<file path="src/rtl/axil_mem_bridge_if.sv">
// ============================================================================
// axil_mem_bridge_if -- AXI4-Lite bus bundle between the core and the bridge.
// Rev 1.0
// ============================================================================
`default_nettype none

interface axil_mem_bridge_if;
    logic [31:0] s_araddr;
    logic        s_arvalid;
    logic        s_arready;

    logic [31:0] s_rdata;
    logic [1:0]  s_rresp;
    logic        s_rvalid;
    logic        s_rready;

    logic [31:0] s_awaddr;
    logic        s_awvalid;
    logic        s_awready;

    logic [31:0] s_wdata;
    logic [3:0]  s_wstrb;
    logic        s_wvalid;
    logic        s_wready;

    logic [1:0]  s_bresp;
    logic        s_bvalid;
    logic        s_bready;

    // Bus master side (core / testbench).
    modport master (
        output s_araddr, s_arvalid, input  s_arready,
        input  s_rdata, s_rresp, s_rvalid, output s_rready,
        output s_awaddr, s_awvalid, input  s_awready,
        output s_wdata, s_wstrb, s_wvalid, input  s_wready,
        input  s_bresp, s_bvalid, output s_bready
    );

    // Bridge side.
    modport slave (
        input  s_araddr, s_arvalid, output s_arready,
        output s_rdata, s_rresp, s_rvalid, input  s_rready,
        input  s_awaddr, s_awvalid, output s_awready,
        input  s_wdata, s_wstrb, s_wvalid, output s_wready,
        output s_bresp, s_bvalid, input  s_bready
    );
endinterface

`default_nettype wire

</file>
<file path="src/rtl/axil_mem_bridge.sv">
// ============================================================================
// axil_mem_bridge -- AXI4-Lite slave fronting a single-cycle simulation memory
// with programmable access latency and address-window checking.
// Rev 1.0
// ============================================================================
`default_nettype none

module axil_mem_bridge #(
    parameter int unsigned LATENCY = 1,
    parameter logic [31:0] BASE    = 32'h8000_0000,
    parameter logic [31:0] SIZE    = 32'h0800_0000
) (
    input  wire logic        clk,
    input  wire logic        rst_n,

    axil_mem_bridge_if.slave s_axil,

    output logic             mem_ren,
    output logic [31:0]      mem_raddr,
    input  wire logic [31:0] mem_rdata,

    output logic             mem_wen,
    output logic [31:0]      mem_waddr,
    output logic [31:0]      mem_wdata,
    output logic [3:0]       mem_wmask
);

    localparam logic [7:0] CNT_LOAD    = 8'(LATENCY - 1);
    localparam logic [1:0] RESP_OKAY   = 2'b00;
    localparam logic [1:0] RESP_SLVERR = 2'b10;

    typedef enum logic [2:0] {
        IDLE   = 3'd0,
        R_WAIT = 3'd1,
        R_RESP = 3'd2,
        W_WAIT = 3'd3,
        W_RESP = 3'd4
    } state_t;

    state_t      state_q, state_d;
    logic [7:0]  cnt_q, cnt_d;
    logic [31:0] addr_q, addr_d;
    logic [31:0] wdata_q, wdata_d;
    logic [3:0]  wstrb_q, wstrb_d;
    logic        in_range_q, in_range_d;
    logic [31:0] rdata_q, rdata_d;
    logic [1:0]  rresp_q, rresp_d;
    logic [1:0]  bresp_q, bresp_d;

    logic        wr_req;

    // Window test done in 33 bits so BASE+SIZE may reach 2^32 without wrapping.
    function automatic logic addr_in_range(input logic [31:0] a);
        logic [32:0] a_ext;
        logic [32:0] lo;
        logic [32:0] hi;
        a_ext = {1'b0, a};
        lo    = {1'b0, BASE};
        hi    = lo + {1'b0, SIZE};
        return (a_ext >= lo) && (a_ext < hi);
    endfunction

    assign wr_req = s_axil.s_awvalid & s_axil.s_wvalid;

    always_comb begin
        state_d    = state_q;
        cnt_d      = cnt_q;
        addr_d     = addr_q;
        wdata_d    = wdata_q;
        wstrb_d    = wstrb_q;
        in_range_d = in_range_q;
        rdata_d    = rdata_q;
        rresp_d    = rresp_q;
        bresp_d    = bresp_q;

        s_axil.s_arready = 1'b0;
        s_axil.s_awready = 1'b0;
        s_axil.s_wready  = 1'b0;
        mem_ren          = 1'b0;
        mem_wen          = 1'b0;

        case (state_q)
            IDLE: begin
                // Readies are masked while reset is held so nothing handshakes.
                s_axil.s_awready = wr_req & rst_n;
                s_axil.s_wready  = wr_req & rst_n;
                s_axil.s_arready = s_axil.s_arvalid & ~wr_req & rst_n;
                if (wr_req) begin
                    addr_d     = s_axil.s_awaddr;
                    wdata_d    = s_axil.s_wdata;
                    wstrb_d    = s_axil.s_wstrb;
                    in_range_d = addr_in_range(s_axil.s_awaddr);
                    cnt_d      = CNT_LOAD;
                    state_d    = W_WAIT;
                end else if (s_axil.s_arvalid) begin
                    addr_d     = s_axil.s_araddr;
                    in_range_d = addr_in_range(s_axil.s_araddr);
                    cnt_d      = CNT_LOAD;
                    state_d    = R_WAIT;
                end
            end

            R_WAIT: begin
                if (cnt_q == 8'd0) begin
                    mem_ren = in_range_q & rst_n;
                    rdata_d = in_range_q ? mem_rdata : 32'd0;
                    rresp_d = in_range_q ? RESP_OKAY : RESP_SLVERR;
                    state_d = R_RESP;
                end else begin
                    cnt_d = cnt_q - 8'd1;
                end
            end

            R_RESP: begin
                if (s_axil.s_rready) begin
                    state_d = IDLE;
                end
            end

            W_WAIT: begin
                if (cnt_q == 8'd0) begin
                    mem_wen = in_range_q & rst_n;
                    bresp_d = in_range_q ? RESP_OKAY : RESP_SLVERR;
                    state_d = W_RESP;
                end else begin
                    cnt_d = cnt_q - 8'd1;
                end
            end

            W_RESP: begin
                if (s_axil.s_bready) begin
                    state_d = IDLE;
                end
            end

            default: begin
                state_d = IDLE;
            end
        endcase
    end

    always_ff @(posedge clk) begin
        if (!rst_n) begin
            state_q    <= IDLE;
            cnt_q      <= 8'd0;
            addr_q     <= 32'd0;
            wdata_q    <= 32'd0;
            wstrb_q    <= 4'd0;
            in_range_q <= 1'b0;
            rdata_q    <= 32'd0;
            rresp_q    <= 2'b00;
            bresp_q    <= 2'b00;
        end else begin
            state_q    <= state_d;
            cnt_q      <= cnt_d;
            addr_q     <= addr_d;
            wdata_q    <= wdata_d;
            wstrb_q    <= wstrb_d;
            in_range_q <= in_range_d;
            rdata_q    <= rdata_d;
            rresp_q    <= rresp_d;
            bresp_q    <= bresp_d;
        end
    end

    assign s_axil.s_rvalid = (state_q == R_RESP);
    assign s_axil.s_bvalid = (state_q == W_RESP);
    assign s_axil.s_rdata  = rdata_q;
    assign s_axil.s_rresp  = rresp_q;
    assign s_axil.s_bresp  = bresp_q;

    // Memory address/data lines simply reflect the last latched request.
    assign mem_raddr = {addr_q[31:2], 2'b00};
    assign mem_waddr = {addr_q[31:2], 2'b00};
    assign mem_wdata = wdata_q;
    assign mem_wmask = wstrb_q;

endmodule

`default_nettype wire

</file>
<file path="src/flat_wrapper.sv">
// flat-port wrapper written by rule: the top's interface ports become plain ports
module axil_mem_bridge_flat 
#(
    parameter int unsigned LATENCY = 1,
    parameter logic [31:0] BASE    = 32'h8000_0000,
    parameter logic [31:0] SIZE    = 32'h0800_0000
)
  (clk, rst_n, mem_ren, mem_raddr, mem_rdata, mem_wen, mem_waddr, mem_wdata, mem_wmask, s_axil_s_araddr, s_axil_s_arvalid, s_axil_s_arready, s_axil_s_rdata, s_axil_s_rresp, s_axil_s_rvalid, s_axil_s_rready, s_axil_s_awaddr, s_axil_s_awvalid, s_axil_s_awready, s_axil_s_wdata, s_axil_s_wstrb, s_axil_s_wvalid, s_axil_s_wready, s_axil_s_bresp, s_axil_s_bvalid, s_axil_s_bready);
  axil_mem_bridge_if s_axil_i ();
  input  wire logic clk;
  input  wire logic rst_n;
  output logic mem_ren;
  output logic [31:0] mem_raddr;
  input  wire logic [31:0] mem_rdata;
  output logic mem_wen;
  output logic [31:0] mem_waddr;
  output logic [31:0] mem_wdata;
  output logic [3:0] mem_wmask;
  input wire logic [$bits(s_axil_i.s_araddr)-1:0] s_axil_s_araddr;
  input wire logic [$bits(s_axil_i.s_arvalid)-1:0] s_axil_s_arvalid;
  output wire logic [$bits(s_axil_i.s_arready)-1:0] s_axil_s_arready;
  output wire logic [$bits(s_axil_i.s_rdata)-1:0] s_axil_s_rdata;
  output wire logic [$bits(s_axil_i.s_rresp)-1:0] s_axil_s_rresp;
  output wire logic [$bits(s_axil_i.s_rvalid)-1:0] s_axil_s_rvalid;
  input wire logic [$bits(s_axil_i.s_rready)-1:0] s_axil_s_rready;
  input wire logic [$bits(s_axil_i.s_awaddr)-1:0] s_axil_s_awaddr;
  input wire logic [$bits(s_axil_i.s_awvalid)-1:0] s_axil_s_awvalid;
  output wire logic [$bits(s_axil_i.s_awready)-1:0] s_axil_s_awready;
  input wire logic [$bits(s_axil_i.s_wdata)-1:0] s_axil_s_wdata;
  input wire logic [$bits(s_axil_i.s_wstrb)-1:0] s_axil_s_wstrb;
  input wire logic [$bits(s_axil_i.s_wvalid)-1:0] s_axil_s_wvalid;
  output wire logic [$bits(s_axil_i.s_wready)-1:0] s_axil_s_wready;
  output wire logic [$bits(s_axil_i.s_bresp)-1:0] s_axil_s_bresp;
  output wire logic [$bits(s_axil_i.s_bvalid)-1:0] s_axil_s_bvalid;
  input wire logic [$bits(s_axil_i.s_bready)-1:0] s_axil_s_bready;
  assign s_axil_i.s_araddr = s_axil_s_araddr;
  assign s_axil_i.s_arvalid = s_axil_s_arvalid;
  assign s_axil_s_arready = s_axil_i.s_arready;
  assign s_axil_s_rdata = s_axil_i.s_rdata;
  assign s_axil_s_rresp = s_axil_i.s_rresp;
  assign s_axil_s_rvalid = s_axil_i.s_rvalid;
  assign s_axil_i.s_rready = s_axil_s_rready;
  assign s_axil_i.s_awaddr = s_axil_s_awaddr;
  assign s_axil_i.s_awvalid = s_axil_s_awvalid;
  assign s_axil_s_awready = s_axil_i.s_awready;
  assign s_axil_i.s_wdata = s_axil_s_wdata;
  assign s_axil_i.s_wstrb = s_axil_s_wstrb;
  assign s_axil_i.s_wvalid = s_axil_s_wvalid;
  assign s_axil_s_wready = s_axil_i.s_wready;
  assign s_axil_s_bresp = s_axil_i.s_bresp;
  assign s_axil_s_bvalid = s_axil_i.s_bvalid;
  assign s_axil_i.s_bready = s_axil_s_bready;
  axil_mem_bridge #(.LATENCY(LATENCY), .BASE(BASE), .SIZE(SIZE)) u_core (.clk(clk), .rst_n(rst_n), .s_axil(s_axil_i), .mem_ren(mem_ren), .mem_raddr(mem_raddr), .mem_rdata(mem_rdata), .mem_wen(mem_wen), .mem_waddr(mem_waddr), .mem_wdata(mem_wdata), .mem_wmask(mem_wmask));
endmodule
</file>
<file path="config.mk">
export PLATFORM = sky130hd
export DESIGN_NAME = axil_mem_bridge_flat
export DESIGN_NICKNAME = d
export VERILOG_FILES = /design/src/rtl/axil_mem_bridge_if.sv /design/src/rtl/axil_mem_bridge.sv /design/src/flat_wrapper.sv
export SDC_FILE = /design/constraint.sdc
export NUM_CORES = 1
export LEC_CHECK = 0
export ABC_AREA = 1
export CORE_ASPECT_RATIO = 0.75
export CORE_MARGIN = 8
export CORE_UTILIZATION = 40
export CTS_BUF_LIST = sky130_fd_sc_hd__clkbuf_4 sky130_fd_sc_hd__clkbuf_8
export CTS_CLUSTER_DIAMETER = 40
export CTS_CLUSTER_SIZE = 30
export DETAILED_ROUTE_END_ITERATION = 7
export PLACE_DENSITY = 0.94
export SYNTH_ARGS = -nofsm -noshare
export SYNTH_HDL_FRONTEND = slang
export SYNTH_SLANG_ARGS = --single-unit
export TNS_END_PERCENT = 5
</file>
<file path="constraint.sdc">
create_clock -name clk -period 4.6 [get_ports clk]
set_input_delay 1.38 -clock clk [delete_from_list [all_inputs] [get_ports clk]]
set_output_delay 1.38 -clock clk [all_outputs]
set_load 0.005 [all_outputs]
</file>
==> PnR_summary.wiki, run 1 <==
{| class="wikitable"
! Metric !! Value
|-
| Cell-internal power || 2.17 mW
|-
| Number of failing hold endpoints at the final stage || 0
|-
| Fraction of power consumed by combinational cells || 0.441
|-
| Setup TNS after final layout || 0 ns
|-
| Instance area at placement || 0.00735 mm²
|-
| Flops & latches, synth || 112
|-
| Per-instance average area after synthesis || 7.50 µm²
|-
| Nature of the critical path startpoint || input pin
|-
| First-pass GRT wire length || 25.9 mm
|-
| CP dominant cell by count || sky130_fd_sc_hd__clkdlybuf4s50_1
|-
| TritonCTS clock tree || done
|-
| WS Path Type || in -> out
|-
| Detailed Routing Iterations Pass 1 || 5
|-
| Routed wire length per instance || 16.4 µm
|-
| Post-DP HPWL || 13.1 mm
|-
| Sum of overflow across all layers after global routing || 0
|-
| Net Switching || 1.24 mW
|-
| Switching fraction of total power || 0.363
|-
| Clock latency on the worst-skew pair || 0.37 ns
|-
| Max-capacitance violation count || 0
|-
| Die Outline Area || 0.0159 mm²
|-
| Post-synthesis instance total || 643
|-
| Number of instances resized during post-cts repair || 0
|-
| Post-route minimum period || 4.26 ns
|-
| Power share of the clock group || 0.178
|-
| Class of the worst hold path || reg -> reg
|-
| Total number of vias || 5056
|-
| DRC violation total after the first TritonRoute iteration || 227
|-
| Slowest stage cell, crit path || sky130_fd_sc_hd__clkdlybuf4s50_1
|-
| Total setup violations reported at the end of the flow || 0
|-
| Sink Count || 112
|-
| Diodes inserted || 0
|-
| Number of H-tree levels || 3
|-
| Clock Skew || 0.00835 ns
|-
| Via count of the first global-routing pass || 4958
|-
| Total power divided by cell area || 452 mW/mm²
|-
| Final worst-path cycle share || 0.926
|-
| Routability congestion estimate from global placement || 0.836
|-
| Number of vias per cell || 4.92
|-
| Hold Buf Count CTS || 0
|-
| Core footprint || 0.0117 mm²
|-
| Pin slew with the least headroom to its limit || 0.665 ns
|-
| Critical Path RT || 3.22 ns
|-
| Clk Tree Root Cell || sky130_fd_sc_hd__clkbuf_8
|-
| Count of unique library cells instantiated by Yosys || 32
|-
| Starting density of the core || 0.412
|-
| Area Overhead vs Synth || 56.6%
|-
| Number of buffers between clock root and the deepest sink || 2
|-
| Fin nets || 1002
|-
| Data arrival time of the critical path || 2.88 ns
|-
| Ports placed on the boundary || 282
|-
| Max_slew headroom || 0.557
|-
| RSZ-0062 raised after global routing || false
|-
| Width of the chip || 143 µm
|-
| Total detailed-routing wirelength || 16.9 mm
|-
| Post-route standard cell area excluding fillers || 0.00755 mm²
|-
| Count of nets left with antenna violations after detail routing || 0
|-
| Total CTS buffers || 9
|-
| Antenna violations before repair || 0
|-
| Status || finished, final reports clean
|-
| Maximum number of pins on one net before global-route repair || 67
|-
| Capturing element type of the critical path || primary output
|-
| Part of the power in registers || 0.381
|-
| Site Rows || 34
|-
| Share of post-route cells with drive strength above 1 || 0.0462
|-
| Cell Area, Synth || 0.00482 mm²
|-
| Post-CTS setup buffer count || 0
|-
| Overall track demand over capacity in global routing || 0.204
|-
| Top achievable clock speed || 235 MHz
|-
| Setup slack of the most critical reg-to-reg path || 2.59 ns
|-
| Overall power after layout || 3.41 mW
|-
| Port Buf Inserts || 271
|-
| Floorplan die height || 111 µm
|-
| List of cells traversed by the critical path || clkdlybuf4s50_1, inv_1, nor4_1, buf_4, clkdlybuf4s50_1
|-
| Yosys Warn Count || 0
|-
| Reported leakage power || 2.98 nW
|-
| Max Slew Vio Count || 0
|-
| Largest voltage drop on the vdd net || 0.249 mV
|-
| Seq/Total Area, Yosys || 0.465
|-
| Clock edge transition at the registers on the reported setup and hold paths || 0.11 ns
|-
| Maximum cell stage delay along the critical path || 0.51 ns
|-
| DR DRC count || 0
|-
| Maximum net fanout on the critical path || 3
|}
## per-layer routing
| metal | wire length [µm] | part of all wire | track usage |
|---|---|---|---|
| met5 | 0 | 0 | 0 |
| met3 | 2050 | 0.12 | 0.102 |
| met2 | 8020 | 0.48 | 0.348 |
| met4 | 268 | 0.016 | 0.0621 |
| met1 | 6530 | 0.39 | 0.215 |
## critical path: cells and delay by family
family,cells,cell delay (ns)
buffers and inverters,4,1.21
and+or+nand+nor,1,0.29
## final timing paths
path / from / endpoint / cells past startpoint
worst max-delay path: s_axil_s_arvalid / s_axil_s_arready / 5
worst min-delay path: u_core.mem_wdata[21]$_SDFFE_PN0P_ / u_core.mem_wdata[21]$_SDFFE_PN0P_ / 2
worst max register to register: u_core.cnt_q[0]$_SDFFE_PN0P_ / u_core.s_axil.s_rdata[0]$_SDFFE_PN0P_ / 9
worst min register to register: u_core.mem_wdata[21]$_SDFFE_PN0P_ / u_core.mem_wdata[21]$_SDFFE_PN0P_ / 2
## synth_stat cells, drive strengths merged
| cell type | instances | area, µm² |
|---|---|---|
| xor2 | 3 | 26.3 |
| clkbuf | 21 | 80.1 |
| nand3 | 72 | 360 |
| ha | 2 | 25.0 |
| inv | 21 | 78.8 |
| nand3b | 2 | 15.0 |
| o21bai | 1 | 7.51 |
| a31oi | 30 | 188 |
| nand2 | 190 | 723 |
| nor3 | 6 | 41.3 |
| or2 | 1 | 6.26 |
| and3b | 1 | 8.76 |
| dfxtp | 112 | 2240 |
| a21oi | 47 | 246 |
| buf | 58 | 399 |
| conb | 1 | 3.75 |
| nor4 | 2 | 12.5 |
| nor2 | 32 | 148 |
| nand4 | 4 | 25.0 |
| o21ai | 37 | 185 |
## cells in the final DEF (no fill, tap or decap), types with 2 or more instances in the layout
master | Yosys | routed
sky130_fd_sc_hd__buf_4 | 39 | 10
sky130_fd_sc_hd__o21ai_0 | 34 | 34
sky130_fd_sc_hd__nand3_1 | 72 | 72
sky130_fd_sc_hd__clkbuf_8 | 0 | 9
sky130_fd_sc_hd__nand2_1 | 188 | 188
sky130_fd_sc_hd__dfxtp_1 | 112 | 112
sky130_fd_sc_hd__a21oi_1 | 46 | 46
sky130_fd_sc_hd__nor4_1 | 2 | 2
sky130_fd_sc_hd__nor2_2 | 2 | 2
sky130_fd_sc_hd__clkinv_4 | 0 | 2
sky130_fd_sc_hd__conb_1 | 1 | 6
sky130_fd_sc_hd__o21ai_1 | 3 | 3
sky130_fd_sc_hd__inv_2 | 2 | 3
sky130_fd_sc_hd__clkdlybuf4s50_1 | 0 | 270
sky130_fd_sc_hd__ha_1 | 2 | 2
sky130_fd_sc_hd__nand4_1 | 4 | 4
sky130_fd_sc_hd__a31oi_1 | 30 | 30
sky130_fd_sc_hd__nor2_1 | 27 | 27
sky130_fd_sc_hd__inv_1 | 19 | 18
sky130_fd_sc_hd__nor2_4 | 3 | 3
sky130_fd_sc_hd__nor3_1 | 5 | 5
sky130_fd_sc_hd__xor2_1 | 3 | 3
sky130_fd_sc_hd__nand3b_1 | 2 | 2
## per-stage QoR
| stage | hold WS, ns | setup WS [ns] | instances | utilization |
|---|---|---|---|---|
| 2_1_floorplan | 0.454 | 0.916 | 648 | - |
| 3_3_place_gp | 0.448 | 0.353 | 1012 | 0.628 |
| 3_5_place_dp | 0.455 | 0.319 | 1012 | 0.628 |
| 4_1_cts | 0.469 | 0.313 | 1028 | 0.645 |
| 5_1_grt | 0.493 | 0.200 | 1028 | 0.645 |
| 6_report | 0.466 | 0.339 | 1028 | 0.645 |
## cells by family after synthesis
logic type                 count (synthesis)  synth area share
buffers and inverters                    100             0.116
and+or+nand+nor                          310             0.278
adders and majority gates                  2           0.00519
AOI/OAI and AO/OA                        115             0.130
other                                      1          0.000778
DFF                                      112             0.465
xor gates and xnor gates                   3           0.00545
## state kept, by name (all words and copies together) (netlist names)
name and count:
u_core.s_axil.s_rdata 32, u_core.in_range_q 1, u_core.cnt_q 8, u_core.state_q 3, u_core.s_axil.s_rresp 1, u_core.mem_wdata 32
u_core.s_axil.s_bresp 1, u_core.mem_wmask 4, u_core.addr_q 30
## area by class of cell
| cell class | instances | area [µm²] |
|---|---|---|
| tap | 162 | 203 |
| fill | 944 | 4150 |
| clock buffer | 9 | 124 |
| clock inverter | 7 | 80.1 |
| sequential | 112 | 2240 |
| inverter | 21 | 78.8 |
| multi-input combinational | 436 | 2040 |
| timing repair buffer | 281 | 2780 |
## power groups by stage
stage	Sequential (mW)	Combinational, mW	Clock, mW
6_report	1.30	1.50	0.606
5_1_grt	1.33	1.65	0.668
4_1_cts	1.30	1.52	0.634
3_5_place_dp	1.32	1.51	0
3_3_place_gp	1.31	1.47	0
2_1_floorplan	1.31	0.849	0
No activity file was read; power rests on OpenSTA's default activity.
==> inputs of run 2 (changes only) <==
- CAP_MARGIN: default -> 10
==> results of run 2 <==
Final layout, timing and power as in run 1 (identical DEF).
